### config.mk
export PLATFORM = sky130hd
export DESIGN_NAME = ahfp_add_seq
export DESIGN_NICKNAME = d
export VERILOG_FILES = /design/src/rtl/ahfp_add_seq.sv
export SDC_FILE = /design/constraint.sdc
export NUM_CORES = 1
export LEC_CHECK = 0
export BUFFER_PORTS_ARGS = -buffer_cell sky130_fd_sc_hd__buf_2
export CAP_MARGIN = 10
export CELL_PAD_IN_SITES_DETAIL_PLACEMENT = 1
export CELL_PAD_IN_SITES_GLOBAL_PLACEMENT = 2
export CORE_UTILIZATION = 36
export DETAILED_ROUTE_END_ITERATION = 10
export PLACE_DENSITY_LB_ADDON = 0.1
export SYNTH_ARGS = -nofsm -noshare
export SYNTH_HDL_FRONTEND = slang
export SYNTH_SLANG_ARGS = --single-unit
### constraint.sdc
create_clock -name clk -period 6.33 [get_ports clk]
set_input_delay 0.633 -clock clk [delete_from_list [all_inputs] [get_ports clk]]
set_output_delay 0.633 -clock clk [all_outputs]
set_load 0.01 [all_outputs]
### src/rtl/ahfp_add_seq.sv
// ahfp_add_seq: multi-cycle IEEE-754 single-precision adder (align/add/normalise/pack).
// Ports:
//   clk      - clock, rising edge
//   reset_n  - synchronous active-low reset
//   clk_en   - global enable; when low every register holds
//   start    - one-cycle request, operands sampled on the same edge
//   dataa    - operand A (IEEE-754 single)
//   datab    - operand B (IEEE-754 single)
//   result   - dataa + datab, held from done until the next accepted start
//   done     - one-cycle pulse, result valid in that cycle
//   busy     - high from accepted start through the done cycle
// Rounding is toward zero; denormal inputs are flushed to zero.
module ahfp_add_seq #(
    parameter int unsigned GUARD_BITS = 2
) (
    input  logic        clk,
    input  logic        reset_n,
    input  logic        clk_en,
    input  logic        start,
    input  logic [31:0] dataa,
    input  logic [31:0] datab,
    output logic [31:0] result,
    output logic        done,
    output logic        busy
);

    localparam int unsigned SIG_W = 24;
    localparam int unsigned WW    = SIG_W + GUARD_BITS;
    localparam int unsigned LZ_W  = $clog2(WW + 1);
    localparam int unsigned EXP_W = 10;

    typedef enum logic [2:0] {
        S_IDLE,
        S_ALIGN,
        S_ADD,
        S_NORM,
        S_PACK
    } state_t;

    state_t                    r_state;
    logic [31:0]               r_a;
    logic [31:0]               r_b;
    logic                      r_sign;
    logic                      r_eff_sub;
    logic [7:0]                r_ex;
    logic [WW-1:0]             r_mx;
    logic [WW-1:0]             r_my;
    logic [WW:0]               r_sum;
    logic signed [EXP_W-1:0]   r_exp;
    logic [22:0]               r_frac;
    logic                      r_zero;
    logic [31:0]               r_result;
    logic                      r_done;

    // Operand fields; exponent 0 flushes the significand to zero.
    logic [7:0]  w_ea, w_eb;
    logic [23:0] w_sig_a, w_sig_b;
    logic        w_a_ge_b;
    logic        w_a_nan, w_b_nan, w_a_inf, w_b_inf;

    assign w_ea     = r_a[30:23];
    assign w_eb     = r_b[30:23];
    assign w_sig_a  = (w_ea == 8'd0) ? 24'd0 : {1'b1, r_a[22:0]};
    assign w_sig_b  = (w_eb == 8'd0) ? 24'd0 : {1'b1, r_b[22:0]};
    assign w_a_ge_b = {w_ea, w_sig_a} >= {w_eb, w_sig_b};
    assign w_a_nan  = (w_ea == 8'hFF) && (r_a[22:0] != 23'd0);
    assign w_b_nan  = (w_eb == 8'hFF) && (r_b[22:0] != 23'd0);
    assign w_a_inf  = (w_ea == 8'hFF) && (r_a[22:0] == 23'd0);
    assign w_b_inf  = (w_eb == 8'hFF) && (r_b[22:0] == 23'd0);

    // Alignment: X is the larger magnitude, Y is shifted right by the exponent gap.
    logic          w_sx, w_sy;
    logic [7:0]    w_ex, w_ey, w_shift;
    logic [23:0]   w_sig_x, w_sig_y;
    logic [WW-1:0] w_my_ext, w_my_al;

    assign w_sx     = w_a_ge_b ? r_a[31] : r_b[31];
    assign w_sy     = w_a_ge_b ? r_b[31] : r_a[31];
    assign w_ex     = w_a_ge_b ? w_ea : w_eb;
    assign w_ey     = w_a_ge_b ? w_eb : w_ea;
    assign w_sig_x  = w_a_ge_b ? w_sig_a : w_sig_b;
    assign w_sig_y  = w_a_ge_b ? w_sig_b : w_sig_a;
    assign w_shift  = w_ex - w_ey;
    assign w_my_ext = WW'(w_sig_y) << GUARD_BITS;
    assign w_my_al  = (w_shift >= 8'(WW)) ? '0 : (w_my_ext >> w_shift);

    // Leading-zero count of the non-carry part of the sum (WW when all zero).
    logic [LZ_W-1:0] w_lz;
    always_comb begin
        w_lz = LZ_W'(WW);
        for (int i = 0; i < int'(WW); i++) begin
            if (r_sum[i]) w_lz = LZ_W'(int'(WW) - 1 - i);
        end
    end

    // Normalisation: one right shift on carry, otherwise barrel left shift.
    logic [WW-1:0]           w_norm_mant;
    logic signed [EXP_W-1:0] w_ex_s;
    logic signed [EXP_W-1:0] w_norm_exp;
    logic                    w_unused;

    assign w_ex_s      = $signed(EXP_W'(r_ex));
    assign w_norm_mant = r_sum[WW] ? r_sum[WW:1] : (r_sum[WW-1:0] << w_lz);
    assign w_norm_exp  = r_sum[WW] ? (w_ex_s + 10'sd1)
                                   : (w_ex_s - $signed(EXP_W'(w_lz)));
    // Hidden bit and guard bits are dropped at pack (truncation).
    assign w_unused    = ^w_norm_mant;

    // Pack with special cases, highest priority last in the chain below first.
    logic [31:0] w_pack;
    always_comb begin
        w_pack = {r_sign, r_exp[7:0], r_frac};
        if (w_a_nan || w_b_nan || (w_a_inf && w_b_inf && (r_a[31] != r_b[31]))) begin
            w_pack = 32'h7FC0_0000;
        end else if (w_a_inf) begin
            w_pack = {r_a[31], 8'hFF, 23'd0};
        end else if (w_b_inf) begin
            w_pack = {r_b[31], 8'hFF, 23'd0};
        end else if (r_zero) begin
            // Cancellation gives +0; only -0 + -0 keeps the negative sign.
            w_pack = r_eff_sub ? 32'h0000_0000 : {r_sign, 31'd0};
        end else if (r_exp >= 10'sd255) begin
            w_pack = {r_sign, 8'hFF, 23'd0};
        end else if (r_exp <= 10'sd0) begin
            w_pack = {r_sign, 31'd0};
        end
    end

    // Sequencer and datapath registers.
    always_ff @(posedge clk) begin
        if (!reset_n) begin
            r_state   <= S_IDLE;
            r_a       <= '0;
            r_b       <= '0;
            r_sign    <= 1'b0;
            r_eff_sub <= 1'b0;
            r_ex      <= '0;
            r_mx      <= '0;
            r_my      <= '0;
            r_sum     <= '0;
            r_exp     <= '0;
            r_frac    <= '0;
            r_zero    <= 1'b0;
            r_result  <= '0;
            r_done    <= 1'b0;
        end else if (clk_en) begin
            r_done <= 1'b0;
            case (r_state)
                S_IDLE: begin
                    // The done cycle still belongs to the previous operation.
                    if (start && !r_done) begin
                        r_a     <= dataa;
                        r_b     <= datab;
                        r_state <= S_ALIGN;
                    end
                end
                S_ALIGN: begin
                    r_sign    <= w_sx;
                    r_eff_sub <= w_sx ^ w_sy;
                    r_ex      <= w_ex;
                    r_mx      <= WW'(w_sig_x) << GUARD_BITS;
                    r_my      <= w_my_al;
                    r_state   <= S_ADD;
                end
                S_ADD: begin
                    r_sum   <= r_eff_sub ? ({1'b0, r_mx} - {1'b0, r_my})
                                         : ({1'b0, r_mx} + {1'b0, r_my});
                    r_state <= S_NORM;
                end
                S_NORM: begin
                    r_frac  <= w_norm_mant[WW-2 -: 23];
                    r_exp   <= w_norm_exp;
                    r_zero  <= (r_sum == '0);
                    r_state <= S_PACK;
                end
                S_PACK: begin
                    r_result <= w_pack;
                    r_done   <= 1'b1;
                    r_state  <= S_IDLE;
                end
                default: r_state <= S_IDLE;
            endcase
        end
    end

    assign result = r_result;
    assign done   = r_done;
    assign busy   = (r_state != S_IDLE) || r_done;

endmodule

==> impl_metrics.py, run 1 <==
metrics = {
    "run_status": {
        "status": "complete, no violations",
    },
    "place": {
        "io_buffers": 101,
        "hpwl_um": 41600,
        "globalplace.congestion": 0.893,
    },
    "grt": {
        "grt_pass1_wl_um": 87100,
        "grtUsageTotal": 0.253,
        "grt_max_degree": 65,
        "grt_pass1_vias": 15196,
        "overflow": 0,
        "antenna_found_initial": 1,
    },
    "floorplan": {
        "io_pins": 102,
        "die_w_um": 207,
        "initial_core_util": 0.368,
        "die-area_um2": 43000,
        "die_h_um": 207,
        "core_area_um2": 41200,
        "num_rows": 74,
    },
    "clocking": {
        "cts_buffer_depth": 3,
        "cts.sinks": 221,
        "clockRootBuffer": "clkbuf_16",
        "cts_setup_buffers": 0,
        "clk_latency_ns": 0.57,
        "cts_tree": "built",
        "h-tree-depth": 1,
        "cts_resized": 0,
        "cts_hold_buf": 0,
        "numCtsBuffers": 28,
        "clkTransAtPathRegs_ns": 0.07,
    },
    "logic_synthesis": {
        "avgSynthCellArea_um2": 7.47,
        "synth_edf_count": 0,
        "ys.flop_type": "dfxtp_1",
        "synthArstFlopShare": 0,
        "synthTopCellsByCount": "nand2_1 (350), dfxtp_1 (221), a21oi_1 (204), nor2_1 (181), o21ai_0 (129)",
        "syn_nets": 2189,
        "synth_seq_cells": 221,
        "synth.distinct_cells": 84,
        "syn_area_um2": 15200,
        "synth_warnings": 0,
        "syn_inst": 2031,
        "post-synth-top-area-cell": "dfxtp_1",
        "synth-seq-area-share": 0.292,
        "synth.most_common_cell": "nand2_1",
        "synth_top_area_share": 0.292,
        "synthTopCellsByArea": "dfxtp_1 (29%), nand2_1 (8.7%), mux2i_1 (8.1%), ha_1 (7.3%), a21oi_1 (6.7%)",
    },
    "timing": {
        "max_freq_mhz": 184,
        "clock-skew-final_ns": 0.0177,
        "tightest_slew_ns": 1.13,
        "slew-limit-headroom": 0.245,
        "finalSetupViolCount": 0,
        "period_minus_slack_ns": 5.42,
        "hold_viol": 0,
        "maxSlewViolCount": 0,
        "hold-worst-slack_ns": 0.299,
        "finalSetupTns_ns": 0,
        "post-route-period-util": 0.857,
        "rsz0062_at_grt": "false",
    },
    "detailed_routing": {
        "drt-total-wl_um": 54700,
        "via_count": 14844,
        "final_antenna_net_count": 0,
        "avgRoutedWirePerCell_um": 20.9,
        "drt_first_iter_violations": 851,
        "drc": 0,
        "first_pass_iters": 5,
        "viasPerCell": 5.67,
    },
    "critical_path": {
        "worstSetupStartpointType": "flip-flop",
        "arrival_ns": 5.91,
        "path_class": "flip-flop to flip-flop",
        "end_kind": "flip-flop",
        "cp_max_fo": 26,
        "required_ns": 6.82,
    },
    "layout": {
        "fin_nets": 2223,
        "drive_above_1_share": 0.112,
        "syn2layout_area_growth_pct": 12.8,
    },
    "flow_run": {
        "cap_violations": 0,
    },
    "pwr": {
        "p_per_area_nw_per_um2": 278,
        "leakagePower_nw": 7.10,
        "vdd_drop_max_mv": 0.234,
    },
    "worst_hold_path": {
        "min_path_type": "input pin to flip-flop",
    },
}
## through the flow
step | cell area [um2] | setup WS [ns] | total power [mW] | cells | utilization
floorplan | 15200 | 1.65 | 2.56 | 2031 | -
finish | 17100 | 0.907 | 4.76 | 2619 | 0.416
CTS | 17100 | 0.895 | 4.80 | 2617 | 0.416
global route | 17100 | 0.429 | 5.00 | 2617 | 0.416
detailed placement | 16100 | 0.968 | 2.96 | 2567 | 0.390
global placement | 16100 | 1.00 | 2.95 | 2567 | 0.390
## layout make-up
class,count,area (um2)
inverters,100,378
fillers,5109,24100
clock buffers,36,782
clock inverters,14,255
multi-input cells,1581,9870
repair buffers,133,746
flip-flops and latches,221,4420
well taps,532,666
diodes,2,5.00
## flip-flops by register name, indices dropped and copies added, names as in the netlist
register,cells
r_b,32
r_mx,24
r_my,26
r_frac,23
r_eff_sub,1
r_zero,1
r_ex,8
result,32
r_a,32
done,1
r_sum,27
r_sign,1
r_state,3
r_exp,10
## kinds of logic after synthesis
group           synth area share
fa+ha+maj                 0.0752
xor+xnor                  0.0209
mux                       0.0999
simple gates               0.208
compound gates             0.244
flops                      0.292
buf+inv                   0.0599
## routing by layer
metal | track usage | share of wire | up-vias
met5 | 0 | 0 | -
met4 | 0.0726 | 0.027 | 0
met3 | 0.0278 | 0.032 | 77
met2 | 0.438 | 0.48 | 258
met1 | 0.329 | 0.46 | 7223
li1 | - | - | 7286
## report_power, final
part | internal (mW) | switching (mW)
logic | 0.511 | 0.942
registers | 1.43 | 0.0607
clock network | 1.15 | 0.667
total | 3.10 | 1.67
## worst max-delay path: stages, from the launching register on
cell and delay [ns]:
dfxtp_1 0.40, nor4_1 0.50, nand2_1 0.10, buf_4 0.26, nand2_1 0.12, inv_1 0.06, ha_1 0.30, nand2_1 0.07
nor3_1 0.19, a21oi_1 0.13, o21ai_2 0.47, a21o_4 0.20, mux2_2 0.36, inv_1 0.08, ha_1 0.14, inv_1 0.06
o211ai_2 0.11, xor2_4 0.53, mux2_2 0.41, mux4_2 0.45, mux2i_1 0.14, mux2i_1 0.12, o21ai_1 0.12
## cells in the final DEF (no fill, tap or decap), types with 8 or more instances in the layout
cell type,Yosys,routed
nand2_1,350,350
dfxtp_1,221,221
a21oi_1,204,204
nor2_1,181,178
o21ai_0,129,129
mux2i_1,123,123
buf_2,10,101
inv_1,99,98
ha_1,88,88
o211ai_1,39,39
nor3_1,35,34
buf_4,4,32
a22oi_1,31,31
a211oi_1,30,30
clkbuf_16,0,29
nand3_1,28,27
nor4_1,23,23
xnor2_1,22,21
nand4_1,20,20
nand2b_1,16,16
mux2_2,16,16
nor2b_1,15,15
o31ai_1,14,14
or3_1,14,14
a21o_1,14,14
o21bai_1,13,13
xor2_1,11,11
o21ai_1,11,11
a311oi_1,10,10
a31oi_1,10,10
and2_1,8,8
and3_1,9,8
o22ai_1,8,8
## worst paths after layout
path                            slack (ns)              startpoint                endpoint  depth (start not counted)
worst min-delay path                  0.30                datab[6]     r_b[6]$_SDFFE_PN0P_                          3
worst min register to register        0.46  r_frac[8]$_SDFFE_PN0P_  r_frac[8]$_SDFFE_PN0P_                          2
worst max-delay path                  0.91    r_a[27]$_SDFFE_PN0P_    r_my[1]$_SDFFE_PN0P_                         22
worst max register to register        0.91    r_a[27]$_SDFFE_PN0P_    r_my[1]$_SDFFE_PN0P_                         22
Power figures use the tool's default switching activity.
==> run 2: changes to the inputs <==
--- a/config.mk
+++ b/config.mk
@@ -8,8 +8,8 @@
 export BUFFER_PORTS_ARGS = -buffer_cell sky130_fd_sc_hd__buf_2
 export CAP_MARGIN = 10
 export CELL_PAD_IN_SITES_DETAIL_PLACEMENT = 1
-export CELL_PAD_IN_SITES_GLOBAL_PLACEMENT = 2
-export CORE_UTILIZATION = 36
+export CELL_PAD_IN_SITES_GLOBAL_PLACEMENT = 1
+export CORE_UTILIZATION = 46
 export DETAILED_ROUTE_END_ITERATION = 10
 export PLACE_DENSITY_LB_ADDON = 0.1
 export SYNTH_ARGS = -nofsm -noshare
==> impl_metrics.py, run 2 (synthesis gave the netlist of run 1 again) <==
metrics = {
    "floorplan": {
        "initial_core_util": 0.466,
        "num_rows": 66,
        "die_w_um": 184,
        "io_pins": 102,
        "die-area_um2": 33700,
        "die_h_um": 184,
        "core_area_um2": 32500,
    },
    "clocking": {
        "cts_resized": 0,
        "h-tree-depth": 1,
        "cts_tree": "built",
        "cts_hold_buf": 0,
        "cts_setup_buffers": 0,
        "clkTransAtPathRegs_ns": 0.06,
        "cts_buffer_depth": 3,
        "cts.sinks": 221,
        "numCtsBuffers": 26,
        "clk_latency_ns": 0.56,
        "clockRootBuffer": "clkbuf_16",
    },
    "timing": {
        "maxSlewViolCount": 0,
        "post-route-period-util": 0.895,
        "finalSetupTns_ns": 0,
        "rsz0062_at_grt": "false",
        "tightest_slew_ns": 1.12,
        "period_minus_slack_ns": 5.66,
        "max_freq_mhz": 177,
        "hold_viol": 0,
        "slew-limit-headroom": 0.250,
        "clock-skew-final_ns": 0.0160,
        "finalSetupViolCount": 0,
    },
    "place": {
        "hpwl_um": 39400,
        "io_buffers": 101,
        "dpl_cell_area_um2": 16000,
        "globalplace.congestion": 0.952,
    },
    "grt": {
        "antenna_found_initial": 0,
        "grt_pass1_vias": 15576,
        "overflow": 0,
        "grt_pass1_wl_um": 84700,
        "grt_use_met3": 0.0412,
        "grt_most_used_layer": "met2",
        "met2_usage": 0.565,
        "gr-usage-met1": 0.384,
        "grt_max_degree": 68,
        "grtUsageTotal": 0.317,
    },
    "critical_path": {
        "slowest_delay_ns": 0.50,
        "arrival_ns": 6.14,
        "end_kind": "flip-flop",
        "path_class": "flip-flop to flip-flop",
        "required_ns": 6.80,
        "slowest_stage": "and3_1",
        "crit_chain": "nor4_1 > nand2_1 > nand2_1 > ha_1 > a21oi_1 > o21ai_0 > a221oi_2 > nand2_2 > a21o_4 > mux2_2 > inv_1 > ha_1 > inv_1 > nor2_1 > a211oi_1 > o31ai_1 > o211ai_1 > nand3_1 > a211oi_2 > and3_1 > o21ai_2 > o31ai_2",
        "worstSetupStartpointType": "flip-flop",
        "cp_max_fo": 21,
    },
    "run_status": {
        "status": "complete, no violations",
    },
    "layout": {
        "fill_cells": 4132,
        "layout_commonest_cell": "nand2_1",
        "stdcell_area_um2": 16800,
        "fin_nets": 2219,
        "antenna_cells": 0,
        "mostFrequentLayoutCells": "nand2_1 (350), dfxtp_1 (221), a21oi_1 (204), nor2_1 (178), o21ai_0 (129)",
        "drive_above_1_share": 0.110,
        "syn2layout_area_growth_pct": 10.9,
    },
    "pwr": {
        "power_frac_seq": 0.335,
        "comb_power_share": 0.323,
        "internal_power_mw": 2.83,
        "p_per_area_nw_per_um2": 265,
        "switchingPower_mw": 1.64,
        "vdd_drop_max_mv": 0.203,
        "netSwitchingFraction": 0.367,
        "clockPowerShare": 0.342,
        "leakagePower_nw": 7.02,
    },
    "worst_hold_path": {
        "min_path_type": "input pin to flip-flop",
    },
    "detailed_routing": {
        "avgRoutedWirePerCell_um": 21.1,
        "via_count": 15152,
        "drc": 0,
        "first_pass_iters": 5,
        "final_antenna_net_count": 0,
        "drt_first_iter_violations": 845,
        "viasPerCell": 6.01,
        "drt-total-wl_um": 53100,
    },
    "flow_run": {
        "cap_violations": 0,
    },
}
==> run 2: path summary, 6_finish.rpt <==
check                    startpoint                endpoint  slack, ns  cells past startpoint
min                       dataa[22]    r_a[22]$_SDFFE_PN0P_       0.31                      3
max            r_b[27]$_SDFFE_PN0P_    r_my[0]$_SDFFE_PN0P_       0.67                     22
min reg2reg  r_frac[6]$_SDFFE_PN0P_  r_frac[6]$_SDFFE_PN0P_       0.46                      2
max reg2reg    r_b[27]$_SDFFE_PN0P_    r_my[0]$_SDFFE_PN0P_       0.67                     22
==> run 2: through the flow <==
stage	setup slack [ns]	hold WS [ns]	util	cells	power [mW]
after floorplan	1.65	0.434	-	2031	2.56
after global placement	0.941	0.458	0.490	2475	2.91
after detailed placement	0.774	0.461	0.490	2475	2.94
after CTS	0.716	0.289	0.517	2523	4.48
after global routing	0.152	0.305	0.517	2523	4.68
final	0.665	0.310	0.517	2523	4.47
==> run 2: cell type report <==
| type | count | area [um2] | share of cell area |
|---|---|---|---|
| inverter | 100 | 378 | 0.0225 |
| tap | 442 | 553 | 0.0329 |
| timing repair buffer | 131 | 731 | 0.0434 |
| clock buffer | 37 | 762 | 0.0453 |
| sequential | 221 | 4420 | 0.263 |
| clock inverter | 11 | 109 | 0.00647 |
| multi-input combinational | 1581 | 9870 | 0.587 |
==> run 2: power groups by stage <==
stage	Sequential [mW]	Clock [mW]	Combinational (mW)
2_1_floorplan	1.49	0	1.06
3_3_place_gp	1.52	0	1.39
3_5_place_dp	1.52	0	1.42
4_1_cts	1.49	1.56	1.43
5_1_grt	1.50	1.61	1.57
6_report	1.49	1.53	1.44
==> run 2: routing by layer <==
metal	up-vias	wire length, um	part of all wire
met5	-	0	0
met4	0	2020	0.038
li1	7273	-	-
met3	114	2200	0.041
met2	336	26000	0.49
met1	7429	22900	0.43
==> run 2: critical path, delay by kind of cell, from the launching register on <==
family,cells,cell delay [ns]
multiplexers,1,0.29
AO/OA/AOI/OAI,10,2.50
buffers and inverters,2,0.13
flip-flops,1,0.34
adder cells (fa/ha/maj),2,0.44
AND/OR/NAND/NOR,7,1.88
==> run 3: changes to the inputs <==
--- a/config.mk
+++ b/config.mk
@@ -10,6 +10,7 @@
 export CELL_PAD_IN_SITES_DETAIL_PLACEMENT = 1
 export CELL_PAD_IN_SITES_GLOBAL_PLACEMENT = 1
 export CORE_UTILIZATION = 46
+export CTS_BUF_LIST = sky130_fd_sc_hd__clkbuf_8 sky130_fd_sc_hd__clkbuf_16
 export DETAILED_ROUTE_END_ITERATION = 10
 export PLACE_DENSITY_LB_ADDON = 0.1
 export SYNTH_ARGS = -nofsm -noshare
==> impl_metrics.py, run 3 (synthesis gave the netlist of run 1 again) <==
metrics = {
    "timing": {
        "finalSetupTns_ns": 0,
        "hold_viol": 0,
        "clock-skew-final_ns": 0.0157,
        "slew-limit-headroom": 0.250,
        "max_freq_mhz": 177,
        "post-route-period-util": 0.895,
        "finalSetupViolCount": 0,
        "tightest_slew_ns": 1.12,
        "maxSlewViolCount": 0,
        "period_minus_slack_ns": 5.67,
        "rsz0062_at_grt": "false",
    },
    "pwr": {
        "vdd_drop_max_mv": 0.202,
        "power_mw": 4.46,
        "p_per_area_nw_per_um2": 265,
        "leakagePower_nw": 7.04,
    },
    "floorplan": {
        "initial_core_util": 0.466,
        "io_pins": 102,
        "core_area_um2": 32500,
        "die_w_um": 184,
        "die_h_um": 184,
        "die-area_um2": 33700,
        "num_rows": 66,
    },
    "detailed_routing": {
        "final_antenna_net_count": 0,
        "drt-total-wl_um": 53200,
        "drt_first_iter_violations": 846,
        "drc": 0,
        "via_count": 15158,
        "viasPerCell": 6.01,
        "first_pass_iters": 5,
        "avgRoutedWirePerCell_um": 21.1,
    },
    "layout": {
        "antenna_cells": 0,
        "fill_cells": 4132,
        "final_cells": 2523,
        "multiInputGateArea_um2": 9870,
        "seq_area_um2": 4420,
        "fin_nets": 2219,
        "syn2layout_area_growth_pct": 10.9,
        "mostFrequentLayoutCells": "nand2_1 (350), dfxtp_1 (221), a21oi_1 (204), nor2_1 (178), o21ai_0 (129)",
        "drive_above_1_share": 0.110,
        "layout_commonest_cell": "nand2_1",
        "stdcell_area_um2": 16800,
    },
    "clocking": {
        "clkTransAtPathRegs_ns": 0.06,
        "numCtsBuffers": 26,
        "cts_resized": 0,
        "cts_setup_buffers": 0,
        "cts.sinks": 221,
        "clockRootBuffer": "clkbuf_16",
        "cts_hold_buf": 0,
        "cts_tree": "built",
        "clk_latency_ns": 0.56,
        "h-tree-depth": 1,
        "cts_buffer_depth": 3,
    },
    "grt": {
        "antenna_found_initial": 0,
        "grt_pass1_wl_um": 84700,
        "grt_pass1_vias": 15576,
        "overflow": 0,
        "grt_max_degree": 68,
        "grtUsageTotal": 0.317,
    },
    "critical_path": {
        "crit_chain": "nor4_1 > nand2_1 > nand2_1 > ha_1 > a21oi_1 > o21ai_0 > a221oi_2 > nand2_2 > a21o_4 > mux2_2 > inv_1 > ha_1 > inv_1 > nor2_1 > a211oi_1 > o31ai_1 > o211ai_1 > nand3_1 > a211oi_2 > and3_1 > o21ai_2 > o31ai_2",
        "slowest_stage": "and3_1",
        "cp_max_fo": 21,
        "end_kind": "flip-flop",
        "worstSetupStartpointType": "flip-flop",
        "path_class": "flip-flop to flip-flop",
        "arrival_ns": 6.14,
        "required_ns": 6.80,
        "slowest_delay_ns": 0.50,
    },
    "place": {
        "hpwl_um": 39400,
        "dpl_cell_area_um2": 16000,
        "io_buffers": 101,
        "dp_cells": 2475,
        "globalplace.congestion": 0.952,
    },
    "worst_hold_path": {
        "min_path_type": "input pin to flip-flop",
    },
    "run_status": {
        "status": "complete, no violations",
    },
    "flow_run": {
        "cap_violations": 0,
    },
}
## run 3: path summary, 6_finish.rpt
check,start,to,slack [ns],cells past startpoint
worst max-delay path,r_b[27]$_SDFFE_PN0P_,r_my[0]$_SDFFE_PN0P_,0.66,22
worst min-delay path,dataa[22],r_a[22]$_SDFFE_PN0P_,0.31,3
worst max register to register,r_b[27]$_SDFFE_PN0P_,r_my[0]$_SDFFE_PN0P_,0.66,22
worst min register to register,r_frac[6]$_SDFFE_PN0P_,r_frac[6]$_SDFFE_PN0P_,0.46,2
## run 3: layout make-up
class,instances,share of cell area
clock inverter,15,0.00736
inverter,100,0.0225
sequential,221,0.263
multi-input combinational,1581,0.587
clock buffer,33,0.0444
timing repair buffer,131,0.0434
tap,442,0.0329
## run 3: routing by layer
metal | track usage | share of wire
met1 | 0.384 | 0.43
met2 | 0.565 | 0.49
met3 | 0.0412 | 0.041
met4 | 0.123 | 0.038
met5 | 0 | 0
## run 3: worst max-delay path: cells and delay by family, from the launching register on
| family | cells | cell delay [ns] |
|---|---|---|
| compound gates | 10 | 2.50 |
| simple gates | 7 | 1.88 |
| fa+ha+maj | 2 | 0.44 |
| flops | 1 | 0.34 |
| mux | 1 | 0.29 |
| buf+inv | 2 | 0.13 |
## run 3: power breakdown
group	internal (mW)	leakage, nW	switching, mW
Sequential	1.43	1.79	0.0603
Clock	0.877	0.446	0.645
Combinational	0.508	4.81	0.935
Total	2.82	7.04	1.64
## run 3: metrics by stage
step	util	hold slack, ns	setup slack, ns
final	0.517	0.310	0.665
after global routing	0.517	0.305	0.152
after CTS	0.517	0.289	0.716
after detailed placement	0.490	0.461	0.774
after global placement	0.490	0.458	0.941
after floorplan	-	0.434	1.65
